$ cat src/rtl/pipe_tx_byte_scheduler_pkg.sv
// Shared types and constants for the PIPE TX byte scheduler: FSM encoding,
// SKP ordered-set symbols and the DataBusWidth decode.
package pipe_pkg;

    typedef enum logic [1:0] {
        IDLE      = 2'd0,
        SEND_DATA = 2'd1,
        SEND_SKP  = 2'd2
    } tx_sched_state_e;

    localparam logic [7:0] K28_5_COM  = 8'hBC;
    localparam logic [7:0] K28_0_SKP  = 8'h1C;
    localparam int         SKP_OS_LEN = 4;

    // Unsupported widths fall back to a single byte per word.
    function automatic logic [2:0] width_to_nbytes(input logic [5:0] width);
        case (width)
            6'd16:   width_to_nbytes = 3'd2;
            6'd32:   width_to_nbytes = 3'd4;
            default: width_to_nbytes = 3'd1;
        endcase
    endfunction

endpackage

$ cat src/rtl/pipe_tx_byte_scheduler_skp_timer.sv
// Counts consumed data bytes and raises pending once SKP_INTERVAL bytes have
// gone out since the last SKP ordered set.
module pipe_skp_timer #(
    parameter int SKP_INTERVAL = 1180,
    parameter int CNT_W        = 12
) (
    input  logic clk_i,
    input  logic rst_ni,
    input  logic byte_consumed_i,
    input  logic skp_start_i,
    output logic pending_o
);

    logic [CNT_W-1:0] count_q, count_d;
    logic             at_limit;
    logic             near_limit;

    assign at_limit   = (count_q == CNT_W'(SKP_INTERVAL));
    assign near_limit = (count_q == CNT_W'(SKP_INTERVAL - 1));

    // Look ahead by the byte being consumed now, so a word whose last byte
    // reaches the interval is followed directly by the SKP, not one more word.
    assign pending_o = at_limit || (near_limit && byte_consumed_i);

    always_comb begin
        count_d = count_q;
        if (skp_start_i) begin
            count_d = '0;
        end else if (byte_consumed_i && !at_limit) begin
            count_d = count_q + CNT_W'(1);
        end
    end

    always_ff @(posedge clk_i or negedge rst_ni) begin
        if (!rst_ni) begin
            count_q <= '0;
        end else begin
            count_q <= count_d;
        end
    end

endmodule

$ cat src/rtl/pipe_tx_byte_scheduler.sv
// PIPE TX byte scheduler: serialises 8/16/32-bit MAC words LSB first into a
// byte stream with encoder backpressure; SKP insertion under PIPE_TX_SKP_INSERT_EN.
module pipe_tx_byte_scheduler
    import pipe_pkg::*;
#(
    parameter int SKP_INTERVAL = 1180,
    parameter int CNT_W        = 12
) (
    input  logic        Ref_CLK,
    input  logic        Reset_n,
    input  logic [5:0]  DataBusWidth,
    input  logic [31:0] MAC_TX_Data,
    input  logic [3:0]  MAC_TX_DataK,
    input  logic        MAC_Data_En,
    output logic        Word_Ready,
    input  logic        Enc_Ready,
    output logic [7:0]  Enc_Data,
    output logic        Enc_DataK,
    output logic        Enc_Valid,
    output logic        Skp_Active
);

    tx_sched_state_e state_q, state_d;
    logic [1:0]      idx_q, idx_d;
    logic [1:0]      last_idx_q, last_idx_d;
    logic [31:0]     data_q, data_d;
    logic [3:0]      k_q, k_d;

    logic            consume;
    logic            accept;
    logic            data_last;
    logic            skp_last;
    logic            skp_pending;
    logic            skp_done;
    logic [2:0]      nbytes;

    assign nbytes    = width_to_nbytes(DataBusWidth);
    assign Enc_Valid = (state_q != IDLE);
    assign consume   = Enc_Valid && Enc_Ready;
    assign data_last = (idx_q == last_idx_q);
    assign skp_last  = (idx_q == 2'(SKP_OS_LEN - 1));

`ifdef PIPE_TX_SKP_INSERT_EN
    logic skp_start;
    logic data_consumed;

    assign data_consumed = consume && (state_q == SEND_DATA);
    assign skp_start     = (state_d == SEND_SKP) && (state_q != SEND_SKP);
    assign skp_done      = consume && (state_q == SEND_SKP) && skp_last;
    assign Skp_Active    = (state_q == SEND_SKP);

    pipe_skp_timer #(
        .SKP_INTERVAL(SKP_INTERVAL),
        .CNT_W       (CNT_W)
    ) u_skp_timer (
        .clk_i          (Ref_CLK),
        .rst_ni         (Reset_n),
        .byte_consumed_i(data_consumed),
        .skp_start_i    (skp_start),
        .pending_o      (skp_pending)
    );
`else
    logic unused_cfg;

    assign unused_cfg  = ^(SKP_INTERVAL + CNT_W) ^ skp_last;
    assign skp_done    = 1'b0;
    assign skp_pending = 1'b0;
    assign Skp_Active  = 1'b0;
`endif

    // Reset_n gates Word_Ready so every output reads 0 while reset is held.
    assign Word_Ready = Reset_n && !skp_pending &&
                        ((state_q == IDLE) ||
                         (consume && (state_q == SEND_DATA) && data_last) ||
                         skp_done);
    assign accept     = MAC_Data_En && Word_Ready;

    always_comb begin
        Enc_Data  = 8'h00;
        Enc_DataK = 1'b0;
        case (state_q)
            SEND_DATA: begin
                Enc_Data  = data_q[{idx_q, 3'b000} +: 8];
                Enc_DataK = k_q[idx_q];
            end
`ifdef PIPE_TX_SKP_INSERT_EN
            SEND_SKP: begin
                Enc_Data  = (idx_q == 2'd0) ? K28_5_COM : K28_0_SKP;
                Enc_DataK = 1'b1;
            end
`endif
            default: ;
        endcase
    end

    always_comb begin
        state_d    = state_q;
        idx_d      = idx_q;
        last_idx_d = last_idx_q;
        data_d     = data_q;
        k_d        = k_q;

        if (accept) begin
            data_d     = MAC_TX_Data;
            k_d        = MAC_TX_DataK;
            last_idx_d = 2'(nbytes - 3'd1);
            idx_d      = 2'd0;
        end

        case (state_q)
            IDLE: begin
                if (skp_pending) begin
                    state_d = SEND_SKP;
                    idx_d   = 2'd0;
                end else if (accept) begin
                    state_d = SEND_DATA;
                end
            end
            SEND_DATA: begin
                if (consume) begin
                    if (data_last) begin
                        idx_d = 2'd0;
                        if (skp_pending) begin
                            state_d = SEND_SKP;
                        end else if (accept) begin
                            state_d = SEND_DATA;
                        end else begin
                            state_d = IDLE;
                        end
                    end else begin
                        idx_d = idx_q + 2'd1;
                    end
                end
            end
`ifdef PIPE_TX_SKP_INSERT_EN
            SEND_SKP: begin
                if (consume) begin
                    if (skp_last) begin
                        idx_d   = 2'd0;
                        state_d = accept ? SEND_DATA : IDLE;
                    end else begin
                        idx_d = idx_q + 2'd1;
                    end
                end
            end
`endif
            default: begin
                state_d = IDLE;
                idx_d   = 2'd0;
            end
        endcase
    end

    always_ff @(posedge Ref_CLK or negedge Reset_n) begin
        if (!Reset_n) begin
            state_q    <= IDLE;
            idx_q      <= 2'd0;
            last_idx_q <= 2'd0;
            data_q     <= 32'h0;
            k_q        <= 4'h0;
        end else begin
            state_q    <= state_d;
            idx_q      <= idx_d;
            last_idx_q <= last_idx_d;
            data_q     <= data_d;
            k_q        <= k_d;
        end
    end

endmodule

$ cat config.mk
export PLATFORM = sky130hd
export DESIGN_NAME = pipe_tx_byte_scheduler
export DESIGN_NICKNAME = d
export VERILOG_FILES = /design/src/rtl/pipe_tx_byte_scheduler_pkg.sv /design/src/rtl/pipe_tx_byte_scheduler_skp_timer.sv /design/src/rtl/pipe_tx_byte_scheduler.sv
export SDC_FILE = /design/constraint.sdc
export NUM_CORES = 1
export LEC_CHECK = 0
export BUFFER_PORTS_ARGS = -buffer_cell sky130_fd_sc_hd__buf_4
export CORE_UTILIZATION = 51
export DETAILED_ROUTE_END_ITERATION = 10
export GPL_TIMING_DRIVEN = 0
export PLACE_DENSITY = 0.79
export RECOVER_POWER = 100
export SYNTH_ARGS = -nofsm -noshare
export SYNTH_HDL_FRONTEND = slang
export SYNTH_SLANG_ARGS = --single-unit
$ cat constraint.sdc
create_clock -name Ref_CLK -period 1.9 [get_ports Ref_CLK]
set_input_delay 0.19 -clock Ref_CLK [delete_from_list [all_inputs] [get_ports Ref_CLK]]
set_output_delay 0.19 -clock Ref_CLK [all_outputs]
set_load 0.02 [all_outputs]
# --- Word-level counts from Yosys, hierarchy flattened ---
# Index checks and enable logic that the tools add are counted.
word_totals:
  ff_bits: 42
  out_inout_bits: 12
  word_cells: 39
classes:
  add_sub_neg: 2
  order_cmp: 1
  eq_ne: 7
  shifts: 1
  mux: 14
  reduce_logical: 9
ops:
  columns: ["operator", "count"]
  rows:
  - ["32-bit by 6-bit variable part select with 8-bit output", 1]
  - ["2-bit two-way mux", 6]
  - ["2-bit one-hot mux with 2 select lines", 3]
  - ["8-bit two-way mux", 1]
  - ["6-bit by 5-bit equality test with 1-bit output, second input constant", 1]
  - ["6-bit equality test, second input constant", 1]
  - ["2-bit != test, second input constant", 3]
  - ["1-bit logical AND", 5]
  - ["2-bit by 3-bit less-than comparator with 1-bit output, second input constant", 1]
  - ["1-bit two-way mux", 3]
  - ["3-bit AND reduction", 1]
  - ["2-bit by 1-bit adder with 2-bit output, second input constant", 1]
  - ["1-bit binary-select mux with 2-bit select", 1]
  - ["2-bit by 1-bit equality test with 1-bit output, second input constant", 1]
  - ["2-bit equality test", 1]
  - ["2-bit logical NOT", 1]
  - ["2-bit nonzero test", 1]
  - ["2-bit by 1-bit subtractor with 2-bit output, second input constant", 1]
  - ["1-bit logical OR", 1]

# --- Depth between registers and ports, before layout ---
depth:
  depth_word: 11
  depth_mapped: 7

# --- Least setup slack after synthesis ---
# Ideal clock, no wire load.
synth_timing:
  path_kind: "reg-to-reg"
  from: "reg idx_q[0]"
  to: "reg data_q[10]"
  setup_time_ns: 0.125
  t_arrival_ns: 1.543
  path_slack_ns: 0.231
  path_stages_with_launch: 8
  n_path_buf: 3
  period_less_slack_ns: 1.669
  cell_sequence: "dfrtp_1 buf_6 xnor2_1 a31oi_2 nor2_1 buf_6 buf_6 mux2_4"
synth_via:
  elab_chain_len: 5
synth_rtl:
  columns: ["element", "line", "text"]
  rows:
  - ["from (decl)", "pipe_tx_byte_scheduler.sv:24", "logic [1:0] idx_q, idx_d;"]
  - ["from (signal assigned)", "pipe_tx_byte_scheduler.sv:163", "idx_q <= idx_d;"]
  - ["2-bit equality test", "pipe_tx_byte_scheduler.sv:40", "assign data_last = (idx_q == last_idx_q);"]
  - ["1-bit logical AND", "pipe_tx_byte_scheduler.sv:74", "(consume && (state_q == SEND_DATA) && data_last) ||"]
  - ["1-bit logical OR", "pipe_tx_byte_scheduler.sv:73", "((state_q == IDLE) ||"]
  - ["1-bit logical AND", "pipe_tx_byte_scheduler.sv:72", "assign Word_Ready = Reset_n && !skp_pending &&"]
  - ["1-bit logical AND", "pipe_tx_byte_scheduler.sv:76", "assign accept = MAC_Data_En && Word_Ready;"]
  - ["to (signal assigned)", "pipe_tx_byte_scheduler.sv:165", "data_q <= data_d;"]
  - ["to (decl)", "pipe_tx_byte_scheduler.sv:26", "logic [31:0] data_q, data_d;"]
# Every way passes these cells.
# A chain may end at the register's enable or synchronous reset.

# --- Worst setup path in the final report ---
layout_timing:
  from: "reg idx_q[0]"
  to: "out Enc_Data[5]"
layout_via:
  elab_chain_len: 2
layout_rtl:
  columns: ["element", "line", "text"]
  rows:
  - ["32-bit by 6-bit variable part select with 8-bit output", "pipe_tx_byte_scheduler.sv:83", "Enc_Data = data_q[{idx_q, 3'b000} +: 8];"]
  - ["8-bit two-way mux", "pipe_tx_byte_scheduler.sv:81", "case (state_q)"]
  - ["to (decl)", "pipe_tx_byte_scheduler.sv:17", "output logic [7:0] Enc_Data,"]
# Every way passes these cells.

==> flow_summary.ini <==
[sta]
holdWs_ns = 0.121
rsz0062_at_grt = yes
finalSetupTns_ns = -0.181
max-slew-margin-rel_pct = 35.8
fin_crit_sh_pct = 102
layout_setup_ws_ns = -0.0357
tightestPinTransition_ns = 0.963
fin_crit_ns = 1.94
fmax_ghz = 0.517
clock_skew_ns = 0.00714
slew_viol_final = 0
hold_viol_final = 0
finalSetupViolCount = 7

[worst_setup_path]
max_stage_delay_ns = 0.49
cp.required_ns = 1.71
cp-start-kind = flop
r2r_slack_ns = 0.02
crit_chain = buf_6 > buf_12 > mux4_2 > and2_4 > buf_6
cp_max_fo = 6
crit_type = reg -> out
worstReg2RegEnd = data_q[17]
reg2reg_from = idx_q[0]
rr_worst_depth = 7
endpoint_kind = primary output
critical_path_arrival_ns = 1.75
cpMaxStageDelayCell = mux4_2
cpMostUsedCell = buf_6

[logic_synthesis]
yosysUniqueCellTypes = 25
ys_async_sr_fraction_pct = 100
syn_nets = 177
synth_top_area_cell = dfrtp_1
ys_warn_count = 0
synth_edf_count = 0
synth.avg_cell_area_um2 = 15.3
ys_seq_area_share_pct = 51.0
synth_top_area_share_pct = 51.0
synthCells = 131
synth_area_leaders = dfrtp_1, mux2_4, mux2_2
synth_seq_cells = 41
syn_area_um2 = 2010
ys.flop_type = dfrtp_1

[finish]
diodes = 0
final_nets = 245
final_core_util_pct = 72.2
fin_cells = 248
final_area_um2 = 2680
drive_gt1_share_pct = 64.0
area_growth_pct = 33.4

[grt]
grt_usage_pct = 23.4
grt_pass1_wl_um = 6840
grt_max_degree = 42
antenna_found_initial = 0
grt_pass1_vias = 1421
overflow = 0

[clock_network]
numCtsBuffers = 5
cts_num_sinks = 41
clk_latency_ns = 0.30
cts.htree.levels = 2
path_clk_slew_ns = 0.08
cts_tree = built
clockBufferDepth = 2
cts_root_buf = clkbuf_8

[run_status]
outcome = finished, violations left
violations = setup timing

[routing]
totalWireLength_um = 4260
drtAntennaViolNets = 0
drtIter0Drc = 40
dr.pass1.iters = 4
drc = 0
wl_per_cell_um = 17.2
vias = 1331
vias_per_cell = 5.37

[placement]
place.gp.congestion = 0.822
post-place-cells = 235
dpl_cell_area_um2 = 2490
portBuffers = 56
dp_hpwl_um = 2890

[die]
die_h_um = 64.8
ios = 58
die-area_um2 = 4200
initial_core_util_pct = 54.1
coreArea_um2 = 3720
die_w_um = 64.8
num_rows = 22

[min_path]
min_to = data_q[23]
hp-start = MAC_TX_Data[23]
hp-class = in -> reg
whs_path_depth = 2

[pwr]
peakVddDrop_uv = 688
leakage_nw = 1.23
power.density_nw_per_um2 = 1380

[run]
max_cap_viol_count = 0
==> synth_stat cells (2+ instances only) <==
| library cell | count |
|---|---|
| o21ai_0 | 2 |
| nor2_1 | 3 |
| a21oi_1 | 2 |
| clkbuf_1 | 2 |
| dfrtp_1 | 41 |
| buf_6 | 4 |
| and2_1 | 9 |
| mux2_4 | 20 |
| mux2_2 | 18 |
| inv_1 | 2 |
| buf_2 | 2 |
| xnor2_1 | 3 |
| mux4_2 | 9 |
| nand2_1 | 3 |
==> cells by family after synthesis <==
logic type             Yosys count  share of synthesized area, %
XOR/XNOR                         3                          1.31
AND/OR/NAND/NOR                 20                          5.60
AO/OA/AOI/OAI                    7                          2.43
multiplexers                    48                          35.6
other                            1                         0.187
flip-flops                      41                          51.0
buffers and inverters           11                          3.86
==> how the worst max path moves through the flow <==
| stage | from | end | slack, ns | cells past startpoint |
|---|---|---|---|---|
| floorplan | idx_q[0] | data_q[10] | 0.23 | 7 |
| global placement | Reset_n | data_q[8] | 0.05 | 6 |
| detailed placement | Reset_n | data_q[17] | 0.02 | 6 |
| CTS | idx_q[0] | Enc_Data[5] | -0.01 | 5 |
| global route | idx_q[0] | data_q[17] | -0.11 | 7 |
| finish | idx_q[0] | Enc_Data[5] | -0.04 | 5 |
==> cell type report <==
type	instances	area, µm²
inverter	2	7.51
multi-input combinational	79	921
buffer	9	96.3
sequential	41	1030
timing repair buffer	61	489
clock buffer	6	72.6
tap	48	60.1
fill	266	1030
clock inverter	2	10.0
==> metrics by stage <==
| stage | power, mW | worst slack [ns] |
|---|---|---|
| final | 3.69 | -0.0357 |
| after global routing | 3.90 | -0.111 |
| after CTS | 3.67 | -0.0124 |
| after detailed placement | 2.92 | 0.0187 |
| after global placement | 2.85 | 0.0545 |
| after floorplan | 2.44 | 0.231 |
==> cells in the final DEF (no fill, tap or decap), drive strengths merged <==
master / instances
clkinv: 2
dlygate4sd3: 1
nand2: 3
inv: 2
o211a: 1
o21ai: 2
mux4: 9
a31oi: 1
or4: 1
and2b: 1
buf: 63
a21oi: 2
dfrtp: 41
o22ai: 1
nor2: 3
conb: 1
xnor2: 3
nor3b: 1
clkbuf: 12
nand3: 1
mux2: 38
and2: 9
mux2i: 1
nand2b: 1
==> per-layer routing <==
layer,global-route usage (%),up-vias,part of all wire [%]
li1,-,604,-
met1,27.7,675,40
met2,39.2,46,53
met3,7.04,6,5.2
met4,10.0,0,1.2
met5,0,-,0
==> power by group <==
part           internal (mW)  total [mW]  switching [mW]  leakage [nW]
Combinational           1.11        1.77           0.665         0.702
Sequential              1.19        1.38           0.191         0.487
Clock                  0.254       0.542           0.287        0.0450
==> timing repair <==
item | in CTS | in global routing
endpoints found under the setup margin | 7 | 38
resized for setup | 14 | 9
hold buffers | 2 | 0
endpoints found under the hold margin | 41 | 0
setup buffers | 3 | 0
==> sequential cells by signal, summed over array words and instances (netlist names) <==
signal      count
k_q             4
idx_q           2
last_idx_q      2
state_q         1
data_q         32
==> worst max-delay path: cells and delay by family, from the launching register on <==
kind,cells,cell delay (ns)
buffers and inverters,3,0.40
flip-flops,1,0.38
multiplexers,1,0.49
AND/OR/NAND/NOR,1,0.17
Note: power is estimated with default switching activity, not from simulation.
